## config.mk

```make
export PLATFORM = sky130hd
export DESIGN_NAME = mips_multicycle_ctrl_flat
export DESIGN_NICKNAME = d
export VERILOG_FILES = /design/src/rtl/mips_pkg.sv /design/src/rtl/mips_multicycle_ctrl_if.sv /design/src/rtl/mips_alu_decode.sv /design/src/rtl/mips_multicycle_ctrl.sv /design/src/flat_wrapper.sv
export SDC_FILE = /design/constraint.sdc
export NUM_CORES = 1
export LEC_CHECK = 0
export ABC_CLOCK_PERIOD_IN_PS = 2910
export CAP_MARGIN = 30
export CORE_AREA = 2 2 81 83
export CTS_BUF_LIST = sky130_fd_sc_hd__clkbuf_4 sky130_fd_sc_hd__clkbuf_8 sky130_fd_sc_hd__clkbuf_16
export DETAILED_ROUTE_END_ITERATION = 7
export DIE_AREA = 0 0 83 85
export HOLD_SLACK_MARGIN = 0.08
export PLACE_DENSITY_LB_ADDON = 0.12
export SLEW_MARGIN = 20
export SYNTH_ARGS = -nofsm -noshare
export SYNTH_HDL_FRONTEND = slang
export SYNTH_HIERARCHICAL = 1
export SYNTH_SLANG_ARGS = --single-unit
```

## constraint.sdc

```tcl
create_clock -name clk -period 2.91 [get_ports clk]
set_input_delay 0.582 -clock clk [delete_from_list [all_inputs] [get_ports clk]]
set_output_delay 0.582 -clock clk [all_outputs]
set_load 0.05 [all_outputs]
```

## src/rtl/mips_pkg.sv

```systemverilog
// Shared encodings for the multi-cycle MIPS controller: opcodes, functs,
// FSM states and the datapath select codes.
package mips_pkg;

  localparam logic [5:0] OP_RTYPE = 6'h00;
  localparam logic [5:0] OP_J     = 6'h02;
  localparam logic [5:0] OP_BEQ   = 6'h04;
  localparam logic [5:0] OP_BNE   = 6'h05;
  localparam logic [5:0] OP_ADDI  = 6'h08;
  localparam logic [5:0] OP_SLTI  = 6'h0A;
  localparam logic [5:0] OP_ANDI  = 6'h0C;
  localparam logic [5:0] OP_ORI   = 6'h0D;
  localparam logic [5:0] OP_LUI   = 6'h0F;
  localparam logic [5:0] OP_LW    = 6'h23;
  localparam logic [5:0] OP_SW    = 6'h2B;

  localparam logic [5:0] FN_ADD  = 6'h20;
  localparam logic [5:0] FN_ADDU = 6'h21;
  localparam logic [5:0] FN_SUB  = 6'h22;
  localparam logic [5:0] FN_SUBU = 6'h23;
  localparam logic [5:0] FN_AND  = 6'h24;
  localparam logic [5:0] FN_OR   = 6'h25;
  localparam logic [5:0] FN_SLT  = 6'h2A;

  localparam logic [3:0] ALU_AND   = 4'd0;
  localparam logic [3:0] ALU_OR    = 4'd1;
  localparam logic [3:0] ALU_ADD   = 4'd2;
  localparam logic [3:0] ALU_SUB   = 4'd6;
  localparam logic [3:0] ALU_SLT   = 4'd7;
  localparam logic [3:0] ALU_PASSB = 4'd8;

  localparam logic [1:0] EXT_SIGN = 2'd0;
  localparam logic [1:0] EXT_ZERO = 2'd1;
  localparam logic [1:0] EXT_LUI  = 2'd2;

  localparam logic [1:0] SRCB_RT     = 2'd0;
  localparam logic [1:0] SRCB_FOUR   = 2'd1;
  localparam logic [1:0] SRCB_IMM    = 2'd2;
  localparam logic [1:0] SRCB_IMMSH2 = 2'd3;

  localparam logic [1:0] PC_ALU    = 2'd0;
  localparam logic [1:0] PC_ALUOUT = 2'd1;
  localparam logic [1:0] PC_JUMP   = 2'd2;

  typedef enum logic [3:0] {
    S_FETCH  = 4'd0,  S_DECODE = 4'd1,  S_MEMADR = 4'd2,  S_MEMRD  = 4'd3,
    S_MEMWB  = 4'd4,  S_MEMWR  = 4'd5,  S_EXR    = 4'd6,  S_RWB    = 4'd7,
    S_EXI    = 4'd8,  S_IWB    = 4'd9,  S_BRANCH = 4'd10, S_JUMP   = 4'd11,
    S_TRAP   = 4'd12
  } ctrlState;

endpackage

```

## src/rtl/mips_multicycle_ctrl_if.sv

```systemverilog
// Controller <-> datapath/memory signal bundle. master = controller side.
interface mips_multicycle_ctrl_if #(
  parameter int CNT_W = 32
);
  logic [5:0]       opcode;
  logic [5:0]       funct;
  logic             alu_zero;
  logic             mem_ready;
  logic             mem_read;
  logic             mem_write;
  logic             iord;
  logic             ir_write;
  logic             pc_en;
  logic [1:0]       pc_src;
  logic             reg_write;
  logic             reg_dst;
  logic             mem_to_reg;
  logic [1:0]       ext_sel;
  logic             alu_src_a;
  logic [1:0]       alu_src_b;
  logic [3:0]       alu_ctl;
  logic             illegal;
  logic [CNT_W-1:0] retired;

  modport master (
    input  opcode, funct, alu_zero, mem_ready,
    output mem_read, mem_write, iord, ir_write, pc_en, pc_src, reg_write,
           reg_dst, mem_to_reg, ext_sel, alu_src_a, alu_src_b, alu_ctl,
           illegal, retired
  );

  modport slave (
    output opcode, funct, alu_zero, mem_ready,
    input  mem_read, mem_write, iord, ir_write, pc_en, pc_src, reg_write,
           reg_dst, mem_to_reg, ext_sel, alu_src_a, alu_src_b, alu_ctl,
           illegal, retired
  );
endinterface

```

## src/rtl/mips_alu_decode.sv

```systemverilog
// Combinational ALU-operation and immediate-extension select for the current
// state, plus a flag telling whether an R-type funct is one we implement.
module mips_alu_decode
  import mips_pkg::*;
(
  input  ctrlState   state,
  input  logic [5:0] opcode,
  input  logic [5:0] funct,
  output logic [3:0] aluCtl,
  output logic [1:0] extSel,
  output logic       functOk
);

  logic [3:0] functAlu;

  always_comb begin
    functAlu = ALU_ADD;
    functOk  = 1'b1;
    case (funct)
      FN_ADD, FN_ADDU: functAlu = ALU_ADD;
      FN_SUB, FN_SUBU: functAlu = ALU_SUB;
      FN_AND:          functAlu = ALU_AND;
      FN_OR:           functAlu = ALU_OR;
      FN_SLT:          functAlu = ALU_SLT;
      default:         functOk  = 1'b0;
    endcase
  end

  // Address/target computations elsewhere all use add with a sign-extended immediate.
  always_comb begin
    aluCtl = ALU_ADD;
    extSel = EXT_SIGN;
    case (state)
      S_EXR:    aluCtl = functAlu;
      S_BRANCH: aluCtl = ALU_SUB;
      S_EXI: begin
        case (opcode)
          OP_SLTI: aluCtl = ALU_SLT;
          OP_ANDI: begin aluCtl = ALU_AND;   extSel = EXT_ZERO; end
          OP_ORI:  begin aluCtl = ALU_OR;    extSel = EXT_ZERO; end
          OP_LUI:  begin aluCtl = ALU_PASSB; extSel = EXT_LUI;  end
          default: aluCtl = ALU_ADD;
        endcase
      end
      default: aluCtl = ALU_ADD;
    endcase
  end

endmodule

```

## src/rtl/mips_multicycle_ctrl.sv

```systemverilog
// Multi-cycle MIPS main control FSM: state register, retired-instruction
// counter and per-state datapath select decode.
module mips_multicycle_ctrl
  import mips_pkg::*;
#(
  parameter int CNT_W = 32
) (
  input  logic                  clk,
  input  logic                  reset,
  mips_multicycle_ctrl_if.master bus
);

  ctrlState         stateReg, stateNext;
  logic [CNT_W-1:0] retiredReg;
  logic             retire;
  logic [3:0]       aluCtl;
  logic [1:0]       extSel;
  logic             functOk;
  logic             memRead, memWrite, iord, irWrite, pcEn;
  logic             regWrite, regDst, memToReg, aluSrcA;
  logic [1:0]       pcSrc, aluSrcB;

  mips_alu_decode u_aluDecode (
    .state   (stateReg),
    .opcode  (bus.opcode),
    .funct   (bus.funct),
    .aluCtl  (aluCtl),
    .extSel  (extSel),
    .functOk (functOk)
  );

  always_ff @(posedge clk or posedge reset) begin
    if (reset) begin
      stateReg   <= S_FETCH;
      retiredReg <= '0;
    end else begin
      stateReg <= stateNext;
      if (retire) retiredReg <= retiredReg + CNT_W'(1);
    end
  end

  always_comb begin
    stateNext = stateReg;
    memRead   = 1'b0;
    memWrite  = 1'b0;
    iord      = 1'b0;
    irWrite   = 1'b0;
    pcEn      = 1'b0;
    pcSrc     = PC_ALU;
    regWrite  = 1'b0;
    regDst    = 1'b0;
    memToReg  = 1'b0;
    aluSrcA   = 1'b0;
    aluSrcB   = SRCB_RT;
    case (stateReg)
      S_FETCH: begin
        memRead = 1'b1;
        aluSrcB = SRCB_FOUR;
        irWrite = bus.mem_ready;
        pcEn    = bus.mem_ready;
        if (bus.mem_ready) stateNext = S_DECODE;
      end
      S_DECODE: begin
        aluSrcB = SRCB_IMMSH2;
        case (bus.opcode)
          OP_LW, OP_SW:                             stateNext = S_MEMADR;
          OP_RTYPE:                                 stateNext = S_EXR;
          OP_ADDI, OP_SLTI, OP_ANDI, OP_ORI, OP_LUI: stateNext = S_EXI;
          OP_BEQ, OP_BNE:                           stateNext = S_BRANCH;
          OP_J:                                     stateNext = S_JUMP;
          default:                                  stateNext = S_TRAP;
        endcase
      end
      S_MEMADR: begin
        aluSrcA   = 1'b1;
        aluSrcB   = SRCB_IMM;
        stateNext = (bus.opcode == OP_LW) ? S_MEMRD : S_MEMWR;
      end
      S_MEMRD: begin
        memRead = 1'b1;
        iord    = 1'b1;
        if (bus.mem_ready) stateNext = S_MEMWB;
      end
      S_MEMWB: begin
        regWrite  = 1'b1;
        memToReg  = 1'b1;
        stateNext = S_FETCH;
      end
      S_MEMWR: begin
        memWrite = 1'b1;
        iord     = 1'b1;
        if (bus.mem_ready) stateNext = S_FETCH;
      end
      S_EXR: begin
        aluSrcA   = 1'b1;
        stateNext = functOk ? S_RWB : S_TRAP;
      end
      S_RWB: begin
        regWrite  = 1'b1;
        regDst    = 1'b1;
        stateNext = S_FETCH;
      end
      S_EXI: begin
        aluSrcA   = 1'b1;
        aluSrcB   = SRCB_IMM;
        stateNext = S_IWB;
      end
      S_IWB: begin
        regWrite  = 1'b1;
        stateNext = S_FETCH;
      end
      S_BRANCH: begin
        aluSrcA   = 1'b1;
        pcSrc     = PC_ALUOUT;
        pcEn      = (bus.opcode == OP_BEQ) ? bus.alu_zero : ~bus.alu_zero;
        stateNext = S_FETCH;
      end
      S_JUMP: begin
        pcSrc     = PC_JUMP;
        pcEn      = 1'b1;
        stateNext = S_FETCH;
      end
      default: stateNext = S_TRAP;
    endcase
    // FETCH is only ever re-entered from a completing state, so entry == retire.
    retire = (stateNext == S_FETCH) && (stateReg != S_FETCH);
  end

  // Write-type enables are held off while reset is asserted.
  assign bus.mem_read   = memRead;
  assign bus.mem_write  = memWrite & ~reset;
  assign bus.iord       = iord;
  assign bus.ir_write   = irWrite & ~reset;
  assign bus.pc_en      = pcEn & ~reset;
  assign bus.pc_src     = pcSrc;
  assign bus.reg_write  = regWrite & ~reset;
  assign bus.reg_dst    = regDst;
  assign bus.mem_to_reg = memToReg;
  assign bus.ext_sel    = extSel;
  assign bus.alu_src_a  = aluSrcA;
  assign bus.alu_src_b  = aluSrcB;
  assign bus.alu_ctl    = aluCtl;
  assign bus.illegal    = (stateReg == S_TRAP);
  assign bus.retired    = retiredReg;

endmodule
```

## src/flat_wrapper.sv

```systemverilog
// flat-port wrapper written by rule: the top's interface ports become plain ports
module mips_multicycle_ctrl_flat import mips_pkg::*;
#(
  parameter int CNT_W = 32
)
  (clk, reset, bus_opcode, bus_funct, bus_alu_zero, bus_mem_ready, bus_mem_read, bus_mem_write, bus_iord, bus_ir_write, bus_pc_en, bus_pc_src, bus_reg_write, bus_reg_dst, bus_mem_to_reg, bus_ext_sel, bus_alu_src_a, bus_alu_src_b, bus_alu_ctl, bus_illegal, bus_retired);
  mips_multicycle_ctrl_if #(.CNT_W(CNT_W)) bus_i ();
  input  logic clk;
  input  logic reset;
  input wire logic [$bits(bus_i.opcode)-1:0] bus_opcode;
  input wire logic [$bits(bus_i.funct)-1:0] bus_funct;
  input wire logic [$bits(bus_i.alu_zero)-1:0] bus_alu_zero;
  input wire logic [$bits(bus_i.mem_ready)-1:0] bus_mem_ready;
  output wire logic [$bits(bus_i.mem_read)-1:0] bus_mem_read;
  output wire logic [$bits(bus_i.mem_write)-1:0] bus_mem_write;
  output wire logic [$bits(bus_i.iord)-1:0] bus_iord;
  output wire logic [$bits(bus_i.ir_write)-1:0] bus_ir_write;
  output wire logic [$bits(bus_i.pc_en)-1:0] bus_pc_en;
  output wire logic [$bits(bus_i.pc_src)-1:0] bus_pc_src;
  output wire logic [$bits(bus_i.reg_write)-1:0] bus_reg_write;
  output wire logic [$bits(bus_i.reg_dst)-1:0] bus_reg_dst;
  output wire logic [$bits(bus_i.mem_to_reg)-1:0] bus_mem_to_reg;
  output wire logic [$bits(bus_i.ext_sel)-1:0] bus_ext_sel;
  output wire logic [$bits(bus_i.alu_src_a)-1:0] bus_alu_src_a;
  output wire logic [$bits(bus_i.alu_src_b)-1:0] bus_alu_src_b;
  output wire logic [$bits(bus_i.alu_ctl)-1:0] bus_alu_ctl;
  output wire logic [$bits(bus_i.illegal)-1:0] bus_illegal;
  output wire logic [$bits(bus_i.retired)-1:0] bus_retired;
  assign bus_i.opcode = bus_opcode;
  assign bus_i.funct = bus_funct;
  assign bus_i.alu_zero = bus_alu_zero;
  assign bus_i.mem_ready = bus_mem_ready;
  assign bus_mem_read = bus_i.mem_read;
  assign bus_mem_write = bus_i.mem_write;
  assign bus_iord = bus_i.iord;
  assign bus_ir_write = bus_i.ir_write;
  assign bus_pc_en = bus_i.pc_en;
  assign bus_pc_src = bus_i.pc_src;
  assign bus_reg_write = bus_i.reg_write;
  assign bus_reg_dst = bus_i.reg_dst;
  assign bus_mem_to_reg = bus_i.mem_to_reg;
  assign bus_ext_sel = bus_i.ext_sel;
  assign bus_alu_src_a = bus_i.alu_src_a;
  assign bus_alu_src_b = bus_i.alu_src_b;
  assign bus_alu_ctl = bus_i.alu_ctl;
  assign bus_illegal = bus_i.illegal;
  assign bus_retired = bus_i.retired;
  mips_multicycle_ctrl #(.CNT_W(CNT_W)) u_core (.clk(clk), .reset(reset), .bus(bus_i));
endmodule
```

# Word-level counts from Yosys, hierarchy flattened
# Index checks and enable logic that the tools add are counted.
dict set report totals {
  out_inout_bits 52
  wordCells 80
  inputBits 16
  regBits 36
}
dict set report op_classes {
  n_eq_ne 29
  addsub 1
  bitwise_logic 6
  reduce_logical 17
  muxes 25
}
# operator count
set op_table {}
lappend op_table {{$eq A6 B6 Y1 const B} 9}
lappend op_table {{$add A32 B1 Y32 const B} 1}
lappend op_table {{$pmux W4 S8} 1}
lappend op_table {{$eq A6 B4 Y1 const B} 5}
lappend op_table {{$eq A4 B4 Y1 const B} 5}
lappend op_table {{$pmux W4 S5} 1}
lappend op_table {{$eq A4 B3 Y1 const B} 4}
lappend op_table {{$mux W4} 4}
lappend op_table {{$pmux W4 S4} 1}
lappend op_table {{$reduce_or A2 Y1} 7}
lappend op_table {{$eq A6 B3 Y1 const B} 2}
lappend op_table {{$pmux W3 S4} 1}
lappend op_table {{$pmux W4 S3} 1}
lappend op_table {{$mux W1} 10}
lappend op_table {{$reduce_or A5 Y1} 2}
lappend op_table {{$eq A4 B2 Y1 const B} 2}
lappend op_table {{$logic_not A4 Y1} 2}
lappend op_table {{$pmux W2 S2} 2}
lappend op_table {{$reduce_or A7 Y1} 1}
lappend op_table {{$eq A6 B2 Y1 const B} 1}
lappend op_table {{$logic_not A6 Y1} 1}
lappend op_table {{$pmux W2 S3} 1}
lappend op_table {{$and A1 B1 Y1} 4}
lappend op_table {{$eq A4 B1 Y1 const B} 1}
lappend op_table {{other kinds (8)} 9}

# Longest topological paths before layout
# Gate-level depths: netlist (run 1).
dict set report depth {
  depth_word 7
  depth_mapped 8
  depth_no_buf 8
}

# Hierarchy
# Netlist (run 1), hierarchy kept.
# module n_inst area_each_um2 seq_area_each_um2 cells_per_inst
set by_module_without_submodules {}
lappend by_module_without_submodules {mips_multicycle_ctrl 1 2170.8 900.9 223}
lappend by_module_without_submodules {mips_alu_decode 1 203.9 0.0 29}

# Worst setup path after synthesis (run 1)
# No wires, ideal clock.
dict set report synth_path {
  kind {reg2out}
  start {register u_core.stateReg[2]}
  end {output bus_reg_write}
  required_ns 2.328
  arrival_time_ns 2.850
  path_buffers 2
  path_stages_with_launch 7
  slack_ns -0.522
  cell_sequence {dfrtp_1 > buf_2 > buf_1 > nand2b_1 > nor3_1 > a21oi_1 > nor2_1}
}
dict set report synth_between {
  elab_chain_len 4
  word_cells_on_any_way 6
  cone_classes {eq/ne: 3; mux: 1; bitwise: 1; reduce/logical: 1}
}
# element line
set synth_lines {}
lappend synth_lines {{start, declared} mips_multicycle_ctrl.sv:13} ;# ctrlState stateReg, stateNext;
lappend synth_lines {{start signal, assigned} mips_multicycle_ctrl.sv:37} ;# stateReg <= stateNext;
lappend synth_lines {{$eq A4 B3 Y1 / $eq A4 B4 Y1 (equally long branches)} mips_multicycle_ctrl.sv:55} ;# case (stateReg)
lappend synth_lines {{$reduce_or A3 Y1 (no source line) *} --}
lappend synth_lines {{$mux W1 *} mips_multicycle_ctrl.sv:55}
lappend synth_lines {{$and A1 B1 Y1 *} mips_multicycle_ctrl.sv:136} ;# assign bus.reg_write = regWrite & ~reset;
lappend synth_lines {{end, declared} flat_wrapper.sv:20} ;# output wire logic [$bits(bus_i.reg_write)-1:0] bus_reg_write;
# Every way passes the cells marked *; elsewhere a longest branch is shown, timed or not.

# Final worst setup path (run 1)
dict set report layout_path {
  start {input bus_opcode[4]}
  end {output bus_pc_en}
}
dict set report layout_between {
  elab_chain_len 4
}
# element line
set layout_lines {}
lappend layout_lines {{start, declared} flat_wrapper.sv:10} ;# input wire logic [$bits(bus_i.opcode)-1:0] bus_opcode;
lappend layout_lines {{$eq A6 B3 Y1} mips_multicycle_ctrl.sv:115} ;# pcEn = (bus.opcode == OP_BEQ) ? bus.alu_zero : ~bus.alu_zero;
lappend layout_lines {{$mux W1} mips_multicycle_ctrl.sv:115}
lappend layout_lines {{$pmux W1 S3} mips_multicycle_ctrl.sv:55}
lappend layout_lines {{$and A1 B1 Y1} mips_multicycle_ctrl.sv:134} ;# assign bus.pc_en = pcEn & ~reset;
lappend layout_lines {{end, declared} flat_wrapper.sv:18} ;# output wire logic [$bits(bus_i.pc_en)-1:0] bus_pc_en;
# No other way between the ends.

==> run summary, run 1 <==
startpoint types = input pin
power per cell area = 689 nW/um^2
Fmax = 355 MHz
share of the synthesized area in the top cell type = 37.9%
ratio of cells with drive above 1 in the final layout = 21.1%
Final Routed Wirelength = 6220 microns
CP max stage delay = 0.56 ns
Avg WL per Cell = 14.6 microns
# rows = 29
clk_lat worst skew = 0.29 ns
CTS tree = yes
total clock sinks = 36
Arr. time, crit path = 2.24 ns
post-route ant nets = 0
final hold slack = 0.484 ns
DIE WIDTH = 83 microns
Max Root-Sink Buffers = 2
clock root cell = clkbuf_8
CORE AREA = 6200 sq um
via count = 2,268
Layout area overhead = 48.5%
die height = 85 microns
Leak = 0.00142 uW
Synth area leader = dfrtp_1
setup violators final = 0
drc violations = 0
router iterations before antenna repair = 4
Final GP Congestion = 0.782
Crit Path Max Fanout = 2
area taken by multi-input logic gates = 1410 sq um
DP HPWL = 4540 microns
initial drt markers = 110
# fillers = 562
register area = 902 sq um
synthesized netlist net count = 269
routed vias/inst = 5.31
Starting Density = 38.3%
Post-synth EDFFs = 0
die area = 7060 sq um
Cell Area, Placed = 3400 sq um
count of state elements after synthesis = 36
sequential area share after synthesis = 37.9%
Avg Cell Area, Syn = 9.42 sq um
commonest non-fill, non-tap cell in the layout = clkdlybuf4s50_1
design area = 3530 sq um
synth warn = 6
slowest CP cell = or4_4
fin nets = 366
Area contributors post-synth = dfrtp_1, xnor2_1, nand4_1, nand3_1, nand2b_1
gr usage total = 18.0%
fin crit period = 2.82 ns
n_diodes = 0
grt total ovfl = 0
number of max-cap violations = 0
pin count of the biggest net entering global routing = 37
Post-Syn Area = 2370 sq um
status = finished, final reports clean
CTS H-tree depth = 2
Max Clock Skew = 0.00401 ns
crit-path cells = dlygate4sd2_1, or4_4, nor2_4, xnor2_1, o211ai_1, o21a_1, nor3_2, buf_12
Worst Hold Class = flip-flop to flip-flop
ys flop type = dfrtp_1
antenna violations before repair = 0
Post-synth ARST share = 100%
crit end category = output port
PortBufs = 67
CTS Hold Bufs = 0
Worst Setup Path Type = input pin to output port
most frequent cells in the layout = clkdlybuf4s50_1, buf_4, dfrtp_1
Slew @ Worst Pin = 0.647 ns
slew margin rel. = 56.6%
Cell variety after synth = 58
Slew Viols, Final = 0
I/O pin count = 68
Peak VDD IR = 397 uV
Final Hold Fails = 0
first-pass GRT wire length = 10,600 microns
final period utilization = 96.8%
unrepaired setup endpoints after global routing = false
vias in the first global route = 2,226
CTS Buf Count = 5
Critical Path RT = 2.33 ns
Mapped Cells = 252
Reg clk slew, reported paths = 0.08 ns
routing by layer:
layer  share of wire [%]  GRT usage (%)  vias up  wire [microns]
li1                    -              -     1130               -
met4                0.31           3.73        0              19
met3                 4.0           4.18        4             248
met2                  49           30.1       51            3020
met5                   0              0        -               0
met1                  47           24.0     1083            2930
synthesized netlist by cell type, drive strengths merged, types with 2 or more instances:
cell type	count
buf	9
dfrtp	36
inv	6
nor4b	3
mux2i	2
a211o	2
and4	5
xnor2	32
o21a	3
nor4	7
a221oi	2
nand3b	6
and2	2
nand3	15
nor3b	4
clkbuf	4
nor3	8
and3	8
nand2	13
nor2b	3
o32ai	3
nor2	15
a21oi	7
nand4	17
nand2b	9
nor4bb	2
o21ai	4
worst paths after layout:
path	startpoint	end	slack, ns	cells after the start
worst max-delay path	bus_opcode[4]	bus_pc_en	0.09	8
worst min-delay path	u_core/bus.retired[31]	u_core/bus.retired[31]	0.48	1
worst max register to register	u_core/stateReg[1]	u_core/bus.retired[19]	0.50	9
worst min register to register	u_core/bus.retired[31]	u_core/bus.retired[31]	0.48	1
max in group asynchronous	reset	u_core/stateReg[3]	1.70	3
min in group asynchronous	reset	u_core/bus.retired[18]	0.86	3
where the power goes:
group          total, uW  leakage, uW  internal (uW)  switching (uW)
clock                442    0.0000541            254             189
combinational       1310     0.000878            523             785
sequential           679     0.000488            559             120
sequential cells by signal (all words and copies together) (netlist names):
name and count:
u_core/stateReg 4, u_core/bus.retired 32
stage by stage:
| stage | power [uW] | utilization [%] | setup WS [ns] | std cells | setup TNS [ns] |
|---|---|---|---|---|---|
| after global routing | 2570 | 56.8 | 0.0291 | 427 | 0 |
| after CTS | 2440 | 56.7 | 0.00975 | 426 | 0 |
| after floorplan | 1550 | - | -0.220 | 252 | -0.712 |
| final | 2430 | 56.8 | 0.0925 | 427 | 0 |
| after global placement | 1980 | 54.9 | -0.106 | 418 | -1.61 |
| after detailed placement | 1990 | 54.9 | -0.0951 | 418 | -1.12 |
cell type report:
cell class,count,share of cell area [%]
multi-input cells,197,40.0
repair buffers,103,27.9
flip-flops and latches,36,25.6
well taps,77,2.73
clock buffers,5,1.95
clock inverters,3,1.21
inverters,6,0.639
cells by family (layout without fill, tap and decap cells):
kind of cell	count (synthesis)	count (layout)	synth area share [%]
and+or+nand+nor	128	128	33.8
DFF	36	36	37.9
xor gates and xnor gates	33	33	12.2
AOI/OAI and AO/OA	32	32	10.4
buffers and inverters	19	117	3.85
muxes	3	3	1.32
adders and majority gates	1	1	0.527
critical path, delay by kind of cell:
| family | cells | cell delay [ns] |
|---|---|---|
| AO/OA/AOI/OAI | 2 | 0.25 |
| buffers and inverters | 2 | 0.42 |
| AND/OR/NAND/NOR | 3 | 0.86 |
| XOR/XNOR | 1 | 0.11 |
timing repair:
item,CTS,global route
endpoints found under the setup margin,3,2
pin swaps,4,1
buffers inserted,0,0
resized for setup,9,1
cloned,0,0
Note: power is estimated with default switching activity, not from simulation.
==> inputs of run 2 (changes only) <==
- CAP_MARGIN: 30 -> 0
==> run 2 against run 1 <==
Effect of this change: sequential share of layout area about the same; routed wire length shrank 0.31%; largest power group unchanged; sequential cell count unchanged; first-iteration DRC count down 16%; power is 0.20% lower; clock power hardly changed; sequential power is essentially flat; via count is 0.53% higher; register-to-register slack worse by 0.15 ns; die area is the same; critical path depth did not move; hold slack is essentially flat.
==> run summary, run 2 (same netlist as run 1, synthesis figures left out) <==
pin count of the biggest net entering global routing = 37 (unchanged)
Setup WS post-layout = 0.0923 ns (-0.000163 ns)
PortBufs = 67 (unchanged)
fin nets = 365 (-0.27%)
DP HPWL = 4540 microns (unchanged)
CORE AREA = 6200 sq um (unchanged)
n_diodes = 0 (unchanged)
clock root cell = clkbuf_8
Sw Ratio = 45.1% (about the same)
via count = 2,280 (+0.53%)
Slew Viols, Final = 0 (unchanged)
DP Worst Slack = -0.0951 ns (unchanged)
post-route ant nets = 0 (unchanged)
first-pass GRT wire length = 10,600 microns (unchanged)
grt total ovfl = 0 (unchanged)
Sequential Power Share = 28.0% (about the same)
number of max-cap violations = 0 (unchanged)
CTS Hold Bufs = 0 (unchanged)
status = finished, final reports clean
Peak VDD IR = 397 uV (about the same)
CTS H-tree depth = 2 (unchanged)
crit-path cells = dlygate4sd2_1, or4_4, nor2_4, xnor2_1, o211ai_1, o21a_1, nor3_2, buf_12
initial drt markers = 92 (-16%)
Avg WL per Cell = 14.5 microns (about the same)
unrepaired setup endpoints after global routing = false
Critical Path RT = 2.33 ns (about the same)
final period utilization = 96.8% (about the same)
Crit Path Max Fanout = 2 (unchanged)
Max Clock Skew = 0.00397 ns (-0.0000347 ns)
Clock power frac = 18.3% (about the same)
Final GP Congestion = 0.782 (unchanged)
Post-CTS Setup Bufs = 0 (unchanged)
Max Root-Sink Buffers = 2 (unchanged)
routed vias/inst = 5.35 (+0.77%)
Worst Setup Path Type = input pin to output port
die area = 7060 sq um (unchanged)
drc violations = 0 (unchanged)
Fmax = 355 MHz (about the same)
slew margin rel. = 27.9% (-29 points)
DIE WIDTH = 83 microns (unchanged)
Final Routed Wirelength = 6200 microns (-0.31%)
CP max stage delay = 0.56 ns (about the same)
most frequent cells in the layout = clkdlybuf4s50_1, buf_4, dfrtp_1
worst r2r src = u_core/stateReg[1]
I/O pin count = 68 (unchanged)
# rows = 29 (unchanged)
Post-Place Cells = 418 (unchanged)
Worst Setup SP = bus_opcode[4]
CTS tree = yes
Arr. time, crit path = 2.24 ns (about the same)
P_sw = 1090 uW (-0.15%)
Worst Hold Class = flip-flop to flip-flop
max reg flops = 32 (unchanged)
crit end category = output port
clk_lat worst skew = 0.29 ns (about the same)
vias in the first global route = 2,226 (unchanged)
router iterations before antenna repair = 4 (unchanged)
setup violators final = 0 (unchanged)
min-delay src = u_core/bus.retired[31]
power per cell area = 688 nW/um^2 (about the same)
Leak = 0.00142 uW (-0.32%)
# fillers = 564 (+0.36%)
Final Hold Fails = 0 (unchanged)
slowest CP cell = or4_4
ratio of cells with drive above 1 in the final layout = 20.9% (-0.23 points)
Logic pwr share = 53.7% (-0.2 points)
fin crit period = 2.82 ns (+0.000163 ns)
startpoint types = input pin
Reg clk slew, reported paths = 0.08 ns (about the same)
Layout Cells excl Fill = 426 (-0.23%)
Slew @ Worst Pin = 1.08 ns (+0.428 ns)
CTS Buf Count = 5 (unchanged)
Starting Density = 38.3% (unchanged)
cell-internal power = 1330 uW (-0.25%)
Layout area overhead = 48.3%
antenna violations before repair = 0 (unchanged)
gr usage total = 18.0% (unchanged)
total clock sinks = 36 (unchanged)
die height = 85 microns (unchanged)
commonest non-fill, non-tap cell in the layout = clkdlybuf4s50_1
final hold slack = 0.484 ns (+0.0000550 ns)
run 2: critical path: cells and delay by family:
family                    cells  cell delay, ns
AOI/OAI and AO/OA             2            0.25
xor gates and xnor gates      1            0.11
buffers and inverters         2            0.42
and+or+nand+nor               3            0.86
run 2: final cells by class:
class	instances	area [sq um]	share of cell area [%]
Inverter	6	22.5	0.640
Timing Repair Buffer	102	978	27.8
Multi-Input combinational cell	197	1410	40.0
Clock inverter	3	42.5	1.21
Sequential cell	36	902	25.6
Tap cell	77	96.3	2.74
Clock buffer	5	68.8	1.95
run 2: power groups by stage:
stage	sequential, uW	combinational [uW]	clock (uW)
after floorplan	741	811	0
after global placement	686	1300	0
after detailed placement	689	1300	0
after CTS	678	1310	458
after global routing	698	1390	478
final	679	1300	443
run 2: worst paths after layout:
path	endpoint	slack, ns	depth (start not counted)
setup reg to reg	u_core/bus.retired[31]	0.35	7
min in group asynchronous	u_core/bus.retired[18]	0.86	3
setup / recovery	bus_pc_en	0.09	8
hold / removal	u_core/bus.retired[31]	0.48	1
max in group asynchronous	u_core/stateReg[3]	1.70	3
hold reg to reg	u_core/bus.retired[31]	0.48	1
run 2: metrics by stage:
stage / total power (uW) / TNS (ns) / util [%] / instance area (sq um)
detailed placement: 1990 / -1.12 / 54.9 / 3400
global route: 2560 / 0 / 56.7 / 3520
floorplan: 1550 / -0.712 / - / 2390
global placement: 1980 / -1.61 / 54.9 / 3400
CTS: 2440 / 0 / 56.7 / 3520
finish: 2420 / 0 / 56.7 / 3520
run 2: metal layers:
layer  routed length, microns  global-route usage, %  vias to the layer above
met4                       19                   3.73                        0
li1                         -                      -                     1124
met2                     3010                   30.1                       49
met5                        0                      0                        -
met1                     2920                   24.0                     1103
met3                      242                   4.18                        4
run 2: repair_timing:
action / 4_1_cts / 5_1_grt
pin swaps: 4 / 1
endpoints found under the setup margin: 3 / 2
endpoints found under the hold margin: 0 / 0
resized for setup: 9 / 1
==> inputs of run 3 (changes only) <==
- ABC_CLOCK_PERIOD_IN_PS: 2910 -> 2450
- clock period: 2.91 -> 2.45 ns (I/O delays scaled with it)
==> run 3 against run 2 <==
Effect of this change: the flow now finishes with violations (negative setup slack); global-route usage rose by 1.1 points; count of clock-buffer cells in the layout increased by 2; setup slack worse by 0.10 ns; sequential share of layout area down 2.6 points; critical path depth did not move; combinational power is 55% higher; die area stayed put; final cell count rose by 4.0%; first-iteration DRC count rose by 43%; via count is 4.8% higher; clock skew barely moved; clock power is 29% higher; critical path type unchanged; largest cell class unchanged; largest power group unchanged; highest routed layer unchanged.
==> run summary, run 3 (same netlist as run 1, synthesis figures left out) <==
GR peak layer = met2
Layout area overhead = 65.5%
slowest CP cell = or4_4
flop2flop setup slack = 0.17 ns (-0.18 ns)
worst r2r src = u_core/stateReg[2]
gr usage total = 19.1% (+1.1 points)
Final Hold Fails = 0 (unchanged)
slew margin rel. = 61.6% (+34 points)
n_diodes = 0 (unchanged)
Worst Setup Path Type = input pin to output port
Reg clk slew, reported paths = 0.07 ns (about the same)
first-pass GRT wire length = 11,300 microns (+6.3%)
Setup WS post-layout = -0.0119 ns (-0.104 ns)
CTS Buf Count = 5 (unchanged)
fin crit period = 2.46 ns
Crit Path Max Fanout = 2 (unchanged)
initial drt markers = 132 (+43%)
CTS H-tree depth = 2 (unchanged)
GR Util met1 = 26.1% (+2.1 points)
GR Util met3 = 3.40% (-0.78 points)
Final Routed Wirelength = 6650 microns (+7.3%)
Leak = 0.00161 uW (+13%)
number of max-cap violations = 0 (unchanged)
Starting Density = 38.3% (unchanged)
hold path cells = 1 (unchanged)
PortBufs = 67 (unchanged)
status = finished, violations left
met2 Use GR = 31.5% (+1.4 points)
Critical Path RT = 1.96 ns (-0.37 ns)
Max Root-Sink Buffers = 2 (unchanged)
post-route ant nets = 0 (unchanged)
Fmax = 406 MHz
power per cell area = 851 nW/um^2 (+24%)
routed vias/inst = 5.39 (+0.76%)
Arr. time, crit path = 1.97 ns (-0.27 ns)
design area = 3930 sq um (+12%)
CTS Hold Bufs = 0 (unchanged)
ratio of cells with drive above 1 in the final layout = 32.2% (+11 points)
setup violators final = 1 (+1)
register area = 905 sq um (+0.28%)
startpoint types = input pin
commonest non-fill, non-tap cell in the layout = buf_4
Buffers & Inverters on Critical Path = 2 (unchanged)
capture point of the worst reg-to-reg path = u_core/bus.retired[19]
DP HPWL = 4740 microns (+4.6%)
Avg WL per Cell = 15.0 microns (+3.2%)
via count = 2,389 (+4.8%)
final period utilization = 100%
crit end category = output port
Final GP Congestion = 0.815 (+4.2%)
CORE AREA = 6200 sq um (unchanged)
unrepaired setup endpoints after global routing = true
router iterations before antenna repair = 4 (unchanged)
clk_lat worst skew = 0.29 ns (about the same)
most frequent cells in the layout = buf_4, clkdlybuf4s50_1, dfrtp_1
area taken by multi-input logic gates = 1520 sq um (+7.9%)
fin nets = 382 (+4.7%)
Slew Viols, Final = 0 (unchanged)
total clock sinks = 36 (unchanged)
delay-heaviest family, CP = simple AND/OR/NAND/NOR gates
failing checks = negative setup slack
min-delay src = u_core/bus.retired[7]
R2R depth = 9 (+2)
pin count of the biggest net entering global routing = 37 (unchanged)
clock root cell = clkbuf_8
Slew @ Worst Pin = 0.575 ns (-0.500 ns)
Peak VDD IR = 410 uV (+3.3%)
die area = 7060 sq um (unchanged)
CP max stage delay = 0.54 ns (-0.02 ns)
Cell Area, Placed = 3630 sq um (+6.8%)
max reg flops = 32 (unchanged)
CTS tree = yes
hold endpoint = u_core/bus.retired[7]
total power = 3350 uW (+38%)
grt total ovfl = 0 (unchanged)
Max Clock Skew = 0.00415 ns (+0.000181 ns)
I/O pin count = 68 (unchanged)
Worst Hold Class = flip-flop to flip-flop
antenna violations before repair = 0 (unchanged)
die height = 85 microns (unchanged)
vias in the first global route = 2,380 (+6.9%)
crit-path cells = buf_6, or4_4, nor2_4, xnor2_1, o211ai_1, o21a_1, nor3_2, clkbuf_16
# fillers = 509 (-9.8%)
# rows = 29 (unchanged)
drc violations = 0 (unchanged)
DP Worst Slack = -0.482 ns (-0.386 ns)
DIE WIDTH = 83 microns (unchanged)
[run 3: changes by cell type in the layout (fill, tap and decap cells not counted), sizes merged]
cell | before | now
buf | 49 | 74
clkbuf | 5 | 10
clkdlybuf4s15 | 0 | 2
clkdlybuf4s50 | 47 | 34
clkinv | 1 | 0
clkinvlp | 1 | 0
[run 3: per-stage QoR]
stage | std cells | util [%] | TNS (ns) | hold slack, ns
floorplan | 252 | - | -5.83 | 0.657
global placement | 427 | 58.6 | -14.00 | 0.481
detailed placement | 427 | 58.6 | -15.30 | 0.485
CTS | 439 | 62.4 | -0.237 | 0.495
global route | 443 | 63.4 | -0.211 | 0.519
finish | 443 | 63.4 | -0.0119 | 0.492
[run 3: cell type report]
type	instances	share of cell area, %
repair buffers	119	32.0
multi-input cells	197	38.7
clock inverters	1	0.764
inverters	6	0.573
clock buffers	7	2.45
well taps	77	2.45
flip-flops and latches	36	23.0
[run 3: metal layers]
metal  part of all wire (%)  vias to the layer above
li1                       -                     1162
met1                     46                     1168
met2                     50                       53
met3                    3.4                        6
met4                   0.69                        0
met5                      0                        -
[run 3: where the power goes]
part           total [uW]  internal [uW]  switching (uW)
logic                2010            932            1070
registers             768            668             100
clock network         572            359             213
total                3350           1960            1390
[run 3: worst max path at each step]
stage | from | to | slack, ns | cells past startpoint
floorplan | bus_opcode[5] | bus_alu_ctl[3] | -0.50 | 3
global placement | bus_opcode[0] | u_core/bus.retired[14] | -0.43 | 10
detailed placement | bus_opcode[0] | u_core/bus.retired[19] | -0.48 | 10
CTS | bus_opcode[4] | bus_pc_en | -0.10 | 8
global route | bus_opcode[0] | bus_pc_en | -0.08 | 8
finish | bus_opcode[4] | bus_pc_en | -0.01 | 8
[run 3: repair_timing]
action,CTS,global route
setup buffers,3,5
resized for setup,39,17
setup endpoints to repair,39,24
cloned,1,0
pin swaps,13,11
